$ cat config.mk
export PLATFORM = sky130hd
export DESIGN_NAME = note_recorder
export DESIGN_NICKNAME = d
export VERILOG_FILES = /design/src/rtl/note_recorder_pkg.sv /design/src/rtl/note_recorder_song_ram.sv /design/src/rtl/note_recorder.sv
export SDC_FILE = /design/constraint.sdc
export NUM_CORES = 1
export LEC_CHECK = 0
export CORE_ASPECT_RATIO = 0.75
export CORE_UTILIZATION = 40
export CTS_CLUSTER_DIAMETER = 50
export CTS_CLUSTER_SIZE = 8
export DETAILED_ROUTE_END_ITERATION = 8
export PLACE_DENSITY_LB_ADDON = 0.05
export SLEW_MARGIN = 40
export SYNTH_ARGS = -nofsm -noshare
export SYNTH_HDL_FRONTEND = slang
export SYNTH_SLANG_ARGS = --single-unit
export TNS_END_PERCENT = 10
$ cat constraint.sdc
create_clock -name clk -period 10.1 [get_ports clk]
set_input_delay 2.02 -clock clk [delete_from_list [all_inputs] [get_ports clk]]
set_output_delay 2.02 -clock clk [all_outputs]
set_load 0.05 [all_outputs]
$ cat src/rtl/note_recorder_pkg.sv
// note_recorder_pkg: note codes, entry field widths and entry head pack/unpack shared with playback.
package note_recorder_pkg;
  localparam logic [3:0] REST = 4'd0;
  localparam logic [3:0] DO   = 4'd1;
  localparam logic [3:0] RE   = 4'd2;
  localparam logic [3:0] MI   = 4'd3;
  localparam logic [3:0] FA   = 4'd4;
  localparam logic [3:0] SOL  = 4'd5;
  localparam logic [3:0] LA   = 4'd6;
  localparam logic [3:0] SI   = 4'd7;
  localparam logic [3:0] TERM = 4'hF;
  localparam int OCT_W  = 2;
  localparam int NOTE_W = 4;
  localparam int HEAD_W = OCT_W + NOTE_W;
  typedef enum logic [2:0] {IDLE, ARMED, CAPTURE, STOP, FULL} state_t;
  function automatic logic [HEAD_W-1:0] pack_head(input logic [OCT_W-1:0] oct, input logic [NOTE_W-1:0] note);
    return {oct, note};
  endfunction
  function automatic logic [NOTE_W-1:0] head_note(input logic [HEAD_W-1:0] head);
    return head[NOTE_W-1:0];
  endfunction
  function automatic logic [OCT_W-1:0] head_oct(input logic [HEAD_W-1:0] head);
    return head[HEAD_W-1:NOTE_W];
  endfunction
endpackage

$ cat src/rtl/note_recorder_song_ram.sv
// song_ram: simple dual-port song RAM, one write port and one registered read port (old data on collision).
module song_ram #(
  parameter int DEPTH = 64,
  parameter int W = 16
) (
  input  logic                     clk,
  input  logic                     reset,
  input  logic                     we,
  input  logic [$clog2(DEPTH)-1:0] waddr,
  input  logic [W-1:0]             wdata,
  input  logic [$clog2(DEPTH)-1:0] raddr,
  output logic [W-1:0]             rdata
);
  logic [W-1:0] mem [DEPTH];
  always_ff @(posedge clk)
    if (we) mem[waddr] <= wdata;
  always_ff @(posedge clk or negedge reset)
    if (!reset) rdata <= '0;
    else rdata <= mem[raddr];
endmodule

$ cat src/rtl/note_recorder.sv
// note_recorder: captures live key presses into song RAM as (octave, note, duration) entries.
module note_recorder
  import note_recorder_pkg::*;
#(
  parameter int DEPTH = 64,
  parameter int TICK_CYCLES = 1000000,
  parameter int DUR_W = 10
) (
  input  logic                     clk,
  input  logic                     reset,
  input  logic [6:0]               note_keys,
  input  logic [1:0]               octave_keys,
  input  logic                     record_en,
  input  logic [$clog2(DEPTH)-1:0] rd_addr,
  output logic [HEAD_W+DUR_W-1:0]  rd_data,
  output logic [$clog2(DEPTH):0]   song_len,
  output logic                     recording,
  output logic                     full,
  output logic [3:0]               note_out
);
  localparam int AW = $clog2(DEPTH);
  localparam int TW = $clog2(TICK_CYCLES + 1);
  localparam int EW = HEAD_W + DUR_W;
  localparam logic [DUR_W-1:0] DMAX = '1;
  logic [6:0] keys_m, keys_s;
  logic [1:0] oct_m, oct_s, cur_oct;
  logic rec_m, rec_s, rec_q;
  state_t state;
  logic [AW-1:0] wr_ptr;
  logic [TW-1:0] tcnt;
  logic [DUR_W-1:0] dur, dur_t;
  logic [3:0] cur_note, code;
  logic tick, chg, ev, wr_entry, full_hit, we;
  logic [EW-1:0] wdata;
  always_ff @(posedge clk or negedge reset)
    if (!reset) {keys_s, keys_m, oct_s, oct_m, rec_q, rec_s, rec_m} <= '0;
    else {keys_s, keys_m, oct_s, oct_m, rec_q, rec_s, rec_m} <= {keys_m, note_keys, oct_m, octave_keys, rec_s, rec_m, record_en};
  // dur_t folds in a tick landing on the same edge as a commit so that tick is not lost
  always_comb begin
    code = REST;
    for (int i = 6; i >= 0; i--) if (keys_s[i]) code = 4'(i + 1);
    tick = state == CAPTURE && tcnt == TW'(TICK_CYCLES - 1);
    dur_t = dur + DUR_W'(tick && dur != DMAX);
    chg = code != cur_note || (cur_note != REST && oct_s != cur_oct);
    ev = chg || !rec_s || (tick && dur_t == DMAX);
    wr_entry = state == CAPTURE && ev && dur_t != '0;
    full_hit = wr_entry && wr_ptr == AW'(DEPTH - 2);
    we = wr_entry || state == STOP || (state == ARMED && !rec_s);
    wdata = wr_entry ? {pack_head(cur_oct, cur_note), dur_t} : {pack_head(2'b00, TERM), DUR_W'(0)};
  end
  always_ff @(posedge clk or negedge reset)
    if (!reset) begin
      state <= IDLE;
      wr_ptr <= '0;
      tcnt <= '0;
      dur <= '0;
      cur_note <= REST;
      cur_oct <= '0;
      song_len <= '0;
      recording <= 1'b0;
      full <= 1'b0;
    end else
      case (state)
        IDLE: if (rec_s && !rec_q) begin
          state <= ARMED;
          wr_ptr <= '0;
          full <= 1'b0;
          recording <= 1'b1;
        end
        ARMED: if (!rec_s) begin
          state <= IDLE;
          song_len <= '0;
          recording <= 1'b0;
        end else if (code != REST) begin
          state <= CAPTURE;
          cur_note <= code;
          cur_oct <= oct_s;
          dur <= '0;
          tcnt <= '0;
        end
        CAPTURE: if (ev) begin
          cur_note <= code;
          cur_oct <= oct_s;
          dur <= '0;
          tcnt <= '0;
          if (wr_entry) wr_ptr <= wr_ptr + 1'b1;
          if (full_hit) full <= 1'b1;
          if (!rec_s || full_hit) recording <= 1'b0;
          state <= !rec_s ? STOP : full_hit ? FULL : CAPTURE;
        end else begin
          dur <= dur_t;
          tcnt <= tick ? '0 : tcnt + 1'b1;
        end
        FULL: if (!rec_s) state <= STOP;
        STOP: begin
          state <= IDLE;
          song_len <= {1'b0, wr_ptr};
          recording <= 1'b0;
        end
        default: state <= IDLE;
      endcase
  assign note_out = state == CAPTURE ? cur_note : REST;
  song_ram #(.DEPTH(DEPTH), .W(EW)) u_ram (
    .clk(clk), .reset(reset), .we(we), .waddr(wr_ptr), .wdata(wdata),
    .raddr(rd_addr), .rdata(rd_data)
  );
endmodule
# Word level (Yosys, flattened, before mapping)
# Memory sizes are Yosys's and may differ from the RTL's. A register that Yosys moved wholly into a read port is not among the register bits.
# Cells that the tools add are included.
# totals
out_inout_bits	29
memories	1
in_bits	18
mem_bits_ro	0
mem_bits_rw	1024
register_bits	75
latch_bits	0
elab_cells	124
# classes
shift	0
magnitude_cmp	0
n_addsub	3
div_mod_pow	0
n_reduce_logical	33
n_mux	51
bitwise	0
n_eq_ne	20
mul	0
# memory_table
name	depth	width	rd	rd_clocked_by_memory_dff	wr	line_no	source
u_ram.mem	64	16	1	1	1	note_recorder_song_ram.sv:14	logic [W-1:0] mem [DEPTH];
# ops
operator	n
$mux 20	4
$mux 4	10
$pmux 20 s2	1
$mux 10	3
$mux 3	8
$add 20x1->20 const B	1
$eq 20x20->1 const B	1
$pmux 10 s2	1
$mux 6	3
$mux 16	1
$reduce_and 4->1	4
$ne 2x2->1 const B	7
$pmux 7 s2	1
$pmux 3 s4	1
$pmux 6 s2	1
$reduce_bool 4->1	3
$add 10x1->10	1
$eq 10x10->1 const B	1
$ne 10x10->1 const B	1
$reduce_bool 10->1	1
$logic_and 1x1->1	9
$mux 1	9
$pmux 4 s2	1
$mux 7	1
20 further kinds	33

# Logic depth before layout (Yosys ltp)
# Gate-level depths: netlist of the first run.
# depth
word_depth	18
mapped_depth	16
depth_no_buf	15

# Cells and area by module
# A second synthesis of the first run with hierarchy kept.
# hier_totals
cells_unflattened	2229
area_unflattened_um2	43963.4
# by_module_without_submodules
module	area_each_um2	n_inst	cells_each
song_ram	40106.0	1	1830
note_recorder	3857.4	1	399

# Worst setup path after synthesis of the first run
# No wires, ideal clock.
# synth_timing
path_kind	reg2reg
start	register tcnt[10]
end	memory u_ram.mem[0][8], data pin
t_arrival_ns	5.539
period_less_slack_ns	6.087
path_stages_with_launch	17
setup_slack_ns	4.013
setup_time_ns	0.548
path_cell_list	dfrtp_1 buf_6 or4b_4 nor4_2 nand4_1 a41oi_1 ha_1 ha_1 and3_2 xnor2_1 or4_4 nor4b_2 nand4b_2 and2_1 buf_2 inv_2 a21oi_1
# synth_via
elab_chain_cells	10
# synth_lines
item	line_no	source
start, declared	note_recorder.sv:30	logic [TW-1:0] tcnt;
start signal, assigned	note_recorder.sv:92	tcnt <= tick ? '0 : tcnt + 1'b1;
$eq 20x20->1 *	note_recorder.sv:42	tick = state == CAPTURE && tcnt == TW'(TICK_CYCLES - 1);
$logic_and 1x1->1 *	note_recorder.sv:42	
$logic_and 1x1->1	note_recorder.sv:43	dur_t = dur + DUR_W'(tick && dur != DMAX);
$add 10x1->10	note_recorder.sv:43	
$eq 10x10->1	note_recorder.sv:45	ev = chg || !rec_s || (tick && dur_t == DMAX);
$logic_and 1x1->1	note_recorder.sv:45	
$logic_or 1x1->1	note_recorder.sv:45	
$logic_and 1x1->1 (2 in a row)	note_recorder.sv:46	wr_entry = state == CAPTURE && ev && dur_t != '0;
$mux 16 *	note_recorder.sv:49	wdata = wr_entry ? {pack_head(cur_oct, cur_note), dur_t} : {pack_head(2'b00, TERM), DUR_W'(0)};
net u_ram.wdata[8]	note_recorder_song_ram.sv:10	input logic [W-1:0] wdata,
end, declared	note_recorder_song_ram.sv:14	
# The timed path passes the listed nets; every way through them passes the cells marked *.

# Final worst setup path of the first run
# layout_timing
start	register state[2]
end	memory u_ram.mem[17][8], data pin
# layout_via
elab_chain_cells	10
# layout_lines
item	line_no	source
start, declared	note_recorder.sv:28	state_t state;
start signal, assigned	note_recorder.sv:89	state <= !rec_s ? STOP : full_hit ? FULL : CAPTURE;
$eq 3x2->1 *	note_recorder.sv:42, note_recorder.sv:46	
$logic_and 1x1->1	note_recorder.sv:42	
$logic_and 1x1->1	note_recorder.sv:43	
$add 10x1->10	note_recorder.sv:43	
$eq 10x10->1	note_recorder.sv:45	
$logic_and 1x1->1	note_recorder.sv:45	
$logic_or 1x1->1	note_recorder.sv:45	
$logic_and 1x1->1 (2 in a row)	note_recorder.sv:46	
$mux 16 *	note_recorder.sv:49	
net u_ram.wdata[8]	note_recorder_song_ram.sv:10	
# Marked as above.

==> results of run 1 <==
==> synthesized netlist by cell type, drive strengths merged, types with 8 or more instances <==
cell type and count:
nor4 11, nor3 33, and3 16, nand3 13
nand2 75, dfrtp 89, o21ai 22, xor2 9
a21oi 15, nor3b 18, nand2b 8, edfxtp 1024
buf 49, nor2 77, nand4 13, clkbuf 60
xnor2 11, a22o 10, mux4 336, inv 11
==> path summary, 6_finish.rpt <==
kind                                      startpoint  slack, ps                    endpoint
worst max-delay path            state[2]$_DFFE_PN0P_       3970  u_ram.mem[17][8]$_DFFE_PP_
worst max register to register  state[2]$_DFFE_PN0P_       3970  u_ram.mem[17][8]$_DFFE_PP_
worst min register to register    oct_m[1]$_DFF_PN0_        330          oct_s[1]$_DFF_PN0_
max in group asynchronous                      reset       7830    u_ram.rdata[6]$_DFF_PN0_
worst min-delay path              oct_m[1]$_DFF_PN0_        330          oct_s[1]$_DFF_PN0_
min in group asynchronous                      reset       1240         keys_m[4]$_DFF_PN0_
==> metal layers <==
metal  vias up  GRT usage  routed length (um)
met5         -          0                  47
met3       164     0.0641               10000
met4         6     0.0636                2330
met1     11400      0.325               53600
met2       785      0.299               49800
li1       8715          -                   -
==> cell type report <==
type | instances | area (um2)
fill | 8696 | 56100
sequential | 1113 | 33000
multi-input combinational | 747 | 10600
clock buffer | 209 | 4320
tap | 1431 | 1790
timing repair buffer | 135 | 1450
clock inverter | 21 | 320
inverter | 11 | 41.3
antenna | 3 | 7.51
==> state kept, by name, indices dropped and copies added (netlist names) <==
signal and flops:
keys_s 7, tcnt 20, rec_s 1, keys_m 7, recording 1, rec_m 1, oct_m 2, oct_s 2
full 1, song_len 6, rec_q 1, cur_note 3, u_ram.rdata 16, cur_oct 2, wr_ptr 6, u_ram.mem 1024
dur 10, state 3
==> worst register-to-register path, cell delays in order, from the launching register on <==
cell      delay (ps)
dfrtp_1          470
nand2b_1         230
nor2_1           440
nand4_1          290
a41oi_1          240
ha_1             270
ha_1             180
and3_2           210
xnor2_1          130
or4_4            560
nor4b_2          250
nand4b_2         270
and2_1           520
inv_2            460
a21oi_4          610
buf_4            620
==> cells by family (layout without fill, tap and decap cells) <==
family | count (synthesis) | count (layout) | synth area share
AND/OR/NAND/NOR | 298 | 298 | 0.0377
buffers and inverters | 120 | 376 | 0.0123
other | 1 | 5 | 0.0000860
adder cells (fa/ha/maj) | 6 | 6 | 0.00172
XOR/XNOR | 20 | 20 | 0.00402
AO/OA/AOI/OAI | 76 | 76 | 0.0119
multiplexers | 345 | 345 | 0.176
flip-flops | 1113 | 1113 | 0.757
==> power by group <==
group / internal (mW) / switching, mW
clock network: 3.08 / 1.91
logic: 0.165 / 0.356
registers: 5.02 / 0.0341
total: 8.26 / 2.30
==> per-stage QoR <==
stage | worst slack, ps | util | cells
6_report | 3970 | 0.479 | 3670
3_3_place_gp | 4110 | 0.429 | 3403
2_1_floorplan | 4010 | - | 1980
5_1_grt | 3520 | 0.479 | 3667
3_5_place_dp | 3940 | 0.435 | 3434
4_1_cts | 3940 | 0.478 | 3664
==> cell usage in the layout (no fill, tap or decap), drive strengths merged, types with 13 or more instances in the layout <==
cell type,netlist,layout
nand4,13,13
nand3,13,13
nor2,77,77
a21oi,15,15
mux4,336,336
edfxtp,1024,1024
nor3b,18,18
dfrtp,89,89
o21ai,22,22
nor3,33,33
inv,11,18
and3,16,16
nand2,75,75
buf,49,95
clkbuf,60,211
clkdlybuf4s50,0,38
==> impl_metrics.toml, run 1 <==
[place]
detailed_place.area_mm2 = 0.0468
dp_hpwl_mm = 70.5
place.gp.congestion = 0.793
io_buffers = 44

[worst_setup_path]
worst-path-buf-inv = 2
worst_r2r_path_depth = 15
start_kind = "flop"
worst_path_most_repeated_cell = "ha_1"
cp.arrival_ps = 6590
crit_cells = 15
critPathKind = "flop to flop"
critPathCaptureType = "flop"
required_ps = 10550
cp_slowest_stage_delay_ps = 620
cp_max_fo = 44
path_cells = "nand2b_1 > nor2_1 > nand4_1 > a41oi_1 > ha_1 > ha_1 > and3_2 > xnor2_1 > or4_4 > nor4b_2 > nand4b_2 > and2_1 > inv_2 > a21oi_4 > buf_4"
cp_top_family = "simple AND/OR/NAND/NOR gates"
cpMaxStageDelayCell = "buf_4"

[die]
die_area_mm2 = 0.110
io-pin-count = 47
rows = 104
die_h_um = 288
fp.dieW_um = 383
initial_utilization = 0.405
core_area_mm2 = 0.108

[synth]
avgSynthCellArea_um2 = 22.0
yosys_warnings = 0
synth_top_area_frac = 0.705
synth_edf_count = 1024
yosysTopAreaCell = "edfxtp_1"
synthCells = 1979
ys_seq_elements = 1113
synth_flop_cell = "edfxtp_1"
ys_types = 72
async_flop_share = 0.0800
syn-cell-area_mm2 = 0.0436
synth.yosys.seq_area_share = 0.757
synth.area.top_cells = "edfxtp_1 71%, mux4_2 17%, dfrtp_1 5.1%"

[global_route]
grt-ovfl-total = 0
grt_antenna_before_repair = 20
grt.total_usage = 0.215
grt_max_degree = 110
grt_pass1_wl_mm = 164
grt_pass1_vias = 21300

[power_and_ir_drop]
leakagePower_nw = 15.2
power_density_mw_per_mm2 = 205
ir_drop_uv = 126
p_total_mw = 10.6

[outcome]
violations = "design-rule violations"
status = "finished with violations"

[sta]
fin_skew_ps = 24.9
max_freq_ghz = 0.163
slew_violations = 0
fin_setup_tns_ps = 0
relSlewSlack = 0.430
whs_ps = 334
finalHoldViolCount = 0
grt_setup_unrepaired = "no"
finalSetupViolations = 0
fin_crit_sh = 0.607
timing.final.crit_period_ps = 6130
tightest_slew_ps = 855

[hold_path]
min_path_cells = 0
hold_class = "flop to flop"

[cts]
postCtsSetupBuffers = 0
cts_tree = "done"
numCtsBuffers = 162
cts_hold_buf = 0
clockRootBuffer = "clkbuf_16"
cts_sinks = 1113
cts_max_level = 4
clk_path_buf_depth = 3
clk_pin_slew_ps = 50
cts_resized = 0
clock_latency_ps = 760

[detailed_routing]
ant_nets = 0
drc = 10
viasPerCell = 5.75
first_pass_iters = 8
wl_per_cell_um = 31.6
num_vias = 21100
routed_wl_mm = 116
first_iter_violations = 2116

[cells_and_area]
final_cell_area_mm2 = 0.0515
area_growth_pct = 18.2
drive_above_1_share = 0.321
nets = 2194

[job]
maxCapViolations = 0
(Power assumes the default switching activity.)
==> run 2: changes to the inputs <==
- clock period: 10.1 -> 5.6 ns (I/O delays scaled with it)
==> run 2 against run 1 <==
Compared with the run above: critical path type unchanged; combinational power increased by 72%; largest cell class unchanged; the flow still finishes with violations (design-rule violations); cell count increased by 0.79%; first-iteration DRC count increased by 6.5%; critical path depth unchanged.
==> impl_metrics.toml, run 2 (synthesis results as in run 1) <==
[sta]
fin_skew_ps = 23.7
finalSetupViolations = 0
fin_crit_sh = 0.898
grt_setup_unrepaired = "no"
timing.final.crit_period_ps = 5030
slew_violations = 0
finalHoldViolCount = 0
max_freq_ghz = 0.199
fin_setup_tns_ps = 0
relSlewSlack = 0.427
fin_ws_ps = 572
tightest_slew_ps = 859

[power_and_ir_drop]
leakagePower_nw = 15.2
switching_share = 0.213
p_int_mw = 14.7
p_seq_frac = 0.487
ir_drop_uv = 204
p_switching_mw = 3.98
power_frac_clock = 0.465
power_density_mw_per_mm2 = 364
p_comb_frac = 0.048

[detailed_routing]
routed_wl_mm = 116
first_pass_iters = 7
ant_nets = 0
first_iter_violations = 2253
drc = 6
wl_per_cell_um = 31.4
num_vias = 21200
viasPerCell = 5.72

[worst_setup_path]
r2r_slack_ps = 570
cp_top_family = "simple AND/OR/NAND/NOR gates"
cp.arrival_ps = 5500
r2r_end = "u_ram.mem[52][4]$_DFFE_PP_"
worst-path-buf-inv = 2
path_cells = "or4b_4 > nor4_2 > nand4_1 > a41oi_1 > ha_1 > ha_1 > and3_2 > xnor2_1 > or4_4 > nor4b_2 > nand4b_2 > and2_1 > inv_2 > nor2_4 > buf_4"
cpMaxStageDelayCell = "or4_4"
critPathKind = "flop to flop"
start_kind = "flop"
cp_slowest_stage_delay_ps = 580
cp_max_fo = 36
worst_r2r_path_depth = 15
required_ps = 6080
critPathCaptureType = "flop"
worst_path_most_repeated_cell = "ha_1"
timing.rr.start = "tcnt[10]$_DFFE_PN0P_"

[cts]
clock_latency_ps = 750
numCtsBuffers = 159
clk_pin_slew_ps = 50
clk_path_buf_depth = 3
cts_max_level = 4
cts_tree = "done"
clockRootBuffer = "clkbuf_16"
cts_resized = 0
cts_hold_buf = 0
cts_sinks = 1113
postCtsSetupBuffers = 0

[hold_path]
hp-start = "rec_m$_DFF_PN0_"
min_to = "rec_s$_DFF_PN0_"
hold_class = "flop to flop"
min_path_cells = 0

[global_route]
grt_max_degree = 67
grt_antenna_before_repair = 17
grt_pass1_wl_mm = 164
grt.total_usage = 0.215
grt-ovfl-total = 0
grt_pass1_vias = 21200

[cells_and_area]
max_flop_register = "u_ram.mem"
nets = 2232
fin_cells = 3699
reg_top3 = "u_ram.mem x1024, tcnt x20, u_ram.rdata x16"
layout_commonest_cell = "edfxtp_1"
fill_cells = 8701
drive_above_1_share = 0.331
final_cell_mix = "1024 x edfxtp_1, 336 x mux4_2, 167 x clkbuf_16"
utilization = 0.478
area_growth_pct = 17.9
largest_reg_flops = 1024

[place]
dp_hpwl_mm = 70.9
dp_slack_ps = 536
io_buffers = 44
place.gp.congestion = 0.783
dp_cells = 3478

[outcome]
status = "finished with violations"
violations = "design-rule violations"

[die]
io-pin-count = 47
rows = 104
core_area_mm2 = 0.108
initial_utilization = 0.405
die_h_um = 288
die_area_mm2 = 0.110
fp.dieW_um = 383

[job]
maxCapViolations = 0
==> run 2: cell types whose count changed in the layout (fill, tap and decap cells not counted), sizes merged <==
cell      before  now
clkinvlp       0    1
bufinv         5    1
buf           95  138
clkbuf       211  210
clkinv         9    4
inv           18   13
==> run 2: worst register-to-register path: cells and delay by family (launching register included) <==
family / cells / cell delay (ps)
simple gates: 9 / 2670
buf+inv: 2 / 750
flops: 1 / 460
fa+ha+maj: 2 / 450
compound gates: 1 / 240
xor+xnor: 1 / 160
==> run 2: worst max-delay path by stage <==
stage / startpoint / endpoint / depth (start not counted)
6_report: tcnt[10]$_DFFE_PN0P_ / u_ram.mem[52][4]$_DFFE_PP_ / 15
3_3_place_gp: tcnt[10]$_DFFE_PN0P_ / u_ram.mem[4][4]$_DFFE_PP_ / 15
2_1_floorplan: tcnt[10]$_DFFE_PN0P_ / u_ram.mem[0][9]$_DFFE_PP_ / 16
3_5_place_dp: tcnt[10]$_DFFE_PN0P_ / u_ram.mem[5][4]$_DFFE_PP_ / 15
5_1_grt: tcnt[10]$_DFFE_PN0P_ / u_ram.mem[6][4]$_DFFE_PP_ / 15
4_1_cts: tcnt[10]$_DFFE_PN0P_ / u_ram.mem[0][4]$_DFFE_PP_ / 15
==> run 2: per-stage QoR <==
stage	hold slack, ps	area, um2	power [mW]
after floorplan	331	43600	9.84
after global placement	335	46900	10.2
after detailed placement	335	46900	10.2
after CTS	338	51400	18.9
after global routing	349	51400	19.3
final	341	51400	18.7
==> run 2: cell type report <==
class	instances	area [um2]	area share
antenna	3	7.51	0.000146
clock buffer	210	4370	0.0850
clock inverter	8	96.3	0.00187
inverter	11	41.3	0.000803
multi-input combinational	747	10400	0.203
sequential	1113	33000	0.642
tap	1431	1790	0.0348
timing repair buffer	176	1680	0.0327
==> run 2: power by group through the flow <==
stage	combinational [mW]	sequential (mW)	clock [mW]
after floorplan	0.578	9.26	0
after global placement	0.904	9.26	0
after detailed placement	0.905	9.26	0
after CTS	0.908	9.11	8.90
after global routing	0.962	9.11	9.24
final	0.894	9.11	8.70
==> run 2: layer usage <==
layer / vias to the layer above / part of all wire / global-route usage
li1: 8756 / - / -
met1: 11500 / 0.47 / 0.340
met2: 743 / 0.43 / 0.301
met3: 136 / 0.077 / 0.0423
met4: 0 / 0.018 / 0.0638
met5: - / 0 / 0
==> run 3: changes to the inputs <==
- MAX_ROUTING_LAYER: unset -> met4
==> run 3 against run 2 <==
Compared with the run above: the flow still finishes with violations (design-rule violations); clock power about the same; largest power group unchanged; core utilization is essentially flat; sequential share of layout area hardly changed; via count grew 0.25%; highest routed layer unchanged; clock skew increased by 0.55 ps; clock-buffer cell count unchanged; wire length up 0.16%; critical path type unchanged; critical path depth did not move; register-to-register slack lost 20 ps.
==> impl_metrics.toml, run 3 (synthesis results as in run 1) <==
[outcome]
status = "finished with violations"
violations = "design-rule violations"

[sta]
slew_violations = 0
max_freq_ghz = 0.198
tightest_slew_ps = 854
finalHoldViolCount = 0
grt_setup_unrepaired = "no"
timing.final.crit_period_ps = 5050
relSlewSlack = 0.430
fin_ws_ps = 553
fin_crit_sh = 0.901
fin_setup_tns_ps = 0
finalSetupViolations = 0
fin_skew_ps = 24.3

[worst_setup_path]
critPathCaptureType = "flop"
required_ps = 6080
critPathKind = "flop to flop"
path_cells = "or4b_4 > nor4_2 > nand4_1 > a41oi_1 > ha_1 > ha_1 > and3_2 > xnor2_1 > or4_4 > nor4b_2 > nand4b_2 > and2_1 > inv_2 > nor2_4 > buf_4"
cp_top_family = "simple AND/OR/NAND/NOR gates"
cpMaxStageDelayCell = "or4_4"
cp.arrival_ps = 5520
crit_path_end = "u_ram.mem[52][4]$_DFFE_PP_"
r2r_slack_ps = 550
crit_cells = 15
worst-path-buf-inv = 2
r2r_end = "u_ram.mem[52][4]$_DFFE_PP_"
worst_path_most_repeated_cell = "ha_1"
cp_max_fo = 36
cp_slowest_stage_delay_ps = 580
start_kind = "flop"
critPathLaunch = "tcnt[10]$_DFFE_PN0P_"
worst_r2r_path_depth = 15
timing.rr.start = "tcnt[10]$_DFFE_PN0P_"

[detailed_routing]
first_iter_violations = 2261
num_vias = 21200
wl_per_cell_um = 31.4
routed_wl_mm = 116
ant_nets = 0
viasPerCell = 5.73
drc = 6
first_pass_iters = 7

[cts]
numCtsBuffers = 159
cts_hold_buf = 0
cts_resized = 0
postCtsSetupBuffers = 0
clk_pin_slew_ps = 50
clock_latency_ps = 750
cts_sinks = 1113
cts_tree = "done"
clk_path_buf_depth = 3
cts_max_level = 4
clockRootBuffer = "clkbuf_16"

[place]
place.gp.congestion = 0.794
dp_hpwl_mm = 70.9
io_buffers = 44
dp_slack_ps = 536

[job]
maxCapViolations = 0

[global_route]
grt_antenna_before_repair = 23
grt-ovfl-total = 0
grt_pass1_vias = 21200
grt_pass1_wl_mm = 165
grt.total_usage = 0.223
grt_max_degree = 67

[cells_and_area]
largest_reg_flops = 1024
nets = 2233
fill_cells = 8700
area_growth_pct = 18.0
final_cell_mix = "1024 x edfxtp_1, 336 x mux4_2, 167 x clkbuf_16"
reg_top3 = "u_ram.mem x1024, tcnt x20, u_ram.rdata x16"
drive_above_1_share = 0.331
max_flop_register = "u_ram.mem"
layout_commonest_cell = "edfxtp_1"

[die]
initial_utilization = 0.405
die_h_um = 288
fp.dieW_um = 383
rows = 104
io-pin-count = 47
die_area_mm2 = 0.110
core_area_mm2 = 0.108

[power_and_ir_drop]
power_density_mw_per_mm2 = 364
leakagePower_nw = 15.3
ir_drop_uv = 205

[hold_path]
hold_class = "flop to flop"
[run 3: cell types whose count changed in the layout (fill, tap and decap cells not counted), sizes merged]
| cell | before | now |
|---|---|---|
| buf | 138 | 139 |
| diode | 3 | 4 |
[run 3: through the flow]
stage / instances / hold WS, ps / total power, mW / util / area, um2
floorplan: 1980 / 331 / 9.84 / - / 43600
global placement: 3478 / 335 / 10.2 / 0.436 / 46900
detailed placement: 3478 / 335 / 10.2 / 0.436 / 46900
CTS: 3696 / 338 / 18.9 / 0.477 / 51400
global route: 3697 / 349 / 19.3 / 0.478 / 51400
finish: 3701 / 340 / 18.7 / 0.478 / 51400
[run 3: layout make-up]
cell class	count	area (um2)	area share
Tap cell	1431	1790	0.0348
Sequential cell	1113	33000	0.641
Antenna cell	4	10.0	0.000195
Timing Repair Buffer	177	1700	0.0330
Inverter	11	41.3	0.000803
Clock inverter	8	96.3	0.00187
Multi-Input combinational cell	747	10400	0.203
Clock buffer	210	4370	0.0850
[run 3: worst reg2reg max path: stages, from the launching register on]
cell,delay [ps]
dfrtp_1,460
or4b_4,540
nor4_2,190
nand4_1,230
a41oi_1,240
ha_1,260
ha_1,190
and3_2,220
xnor2_1,170
or4_4,580
nor4b_2,240
nand4b_2,270
and2_1,210
inv_2,320
nor2_4,200
buf_4,430
[run 3: layer usage]
metal,wire (um),global-route usage
met1,55300,0.343
met4,1820,0.0625
met2,50700,0.301
met3,8490,0.0394
met5,0,-
[run 3: report_power, final]
| part | leakage [nW] | internal [mW] | total, mW | switching [mW] |
|---|---|---|---|---|
| sequential | 9.45 | 9.05 | 9.11 | 0.0631 |
| clock | 2.17 | 5.38 | 8.70 | 3.32 |
| combinational | 3.64 | 0.295 | 0.898 | 0.603 |
[run 3: how the worst min path moves through the flow]
stage	end	depth (start not counted)	start
3_5_place_dp	keys_s[2]$_DFF_PN0_	0	keys_m[2]$_DFF_PN0_
4_1_cts	rec_s$_DFF_PN0_	0	rec_m$_DFF_PN0_
6_report	rec_s$_DFF_PN0_	0	rec_m$_DFF_PN0_
2_1_floorplan	keys_s[0]$_DFF_PN0_	0	keys_m[0]$_DFF_PN0_
3_3_place_gp	rec_s$_DFF_PN0_	0	rec_m$_DFF_PN0_
5_1_grt	keys_s[1]$_DFF_PN0_	0	keys_m[1]$_DFF_PN0_
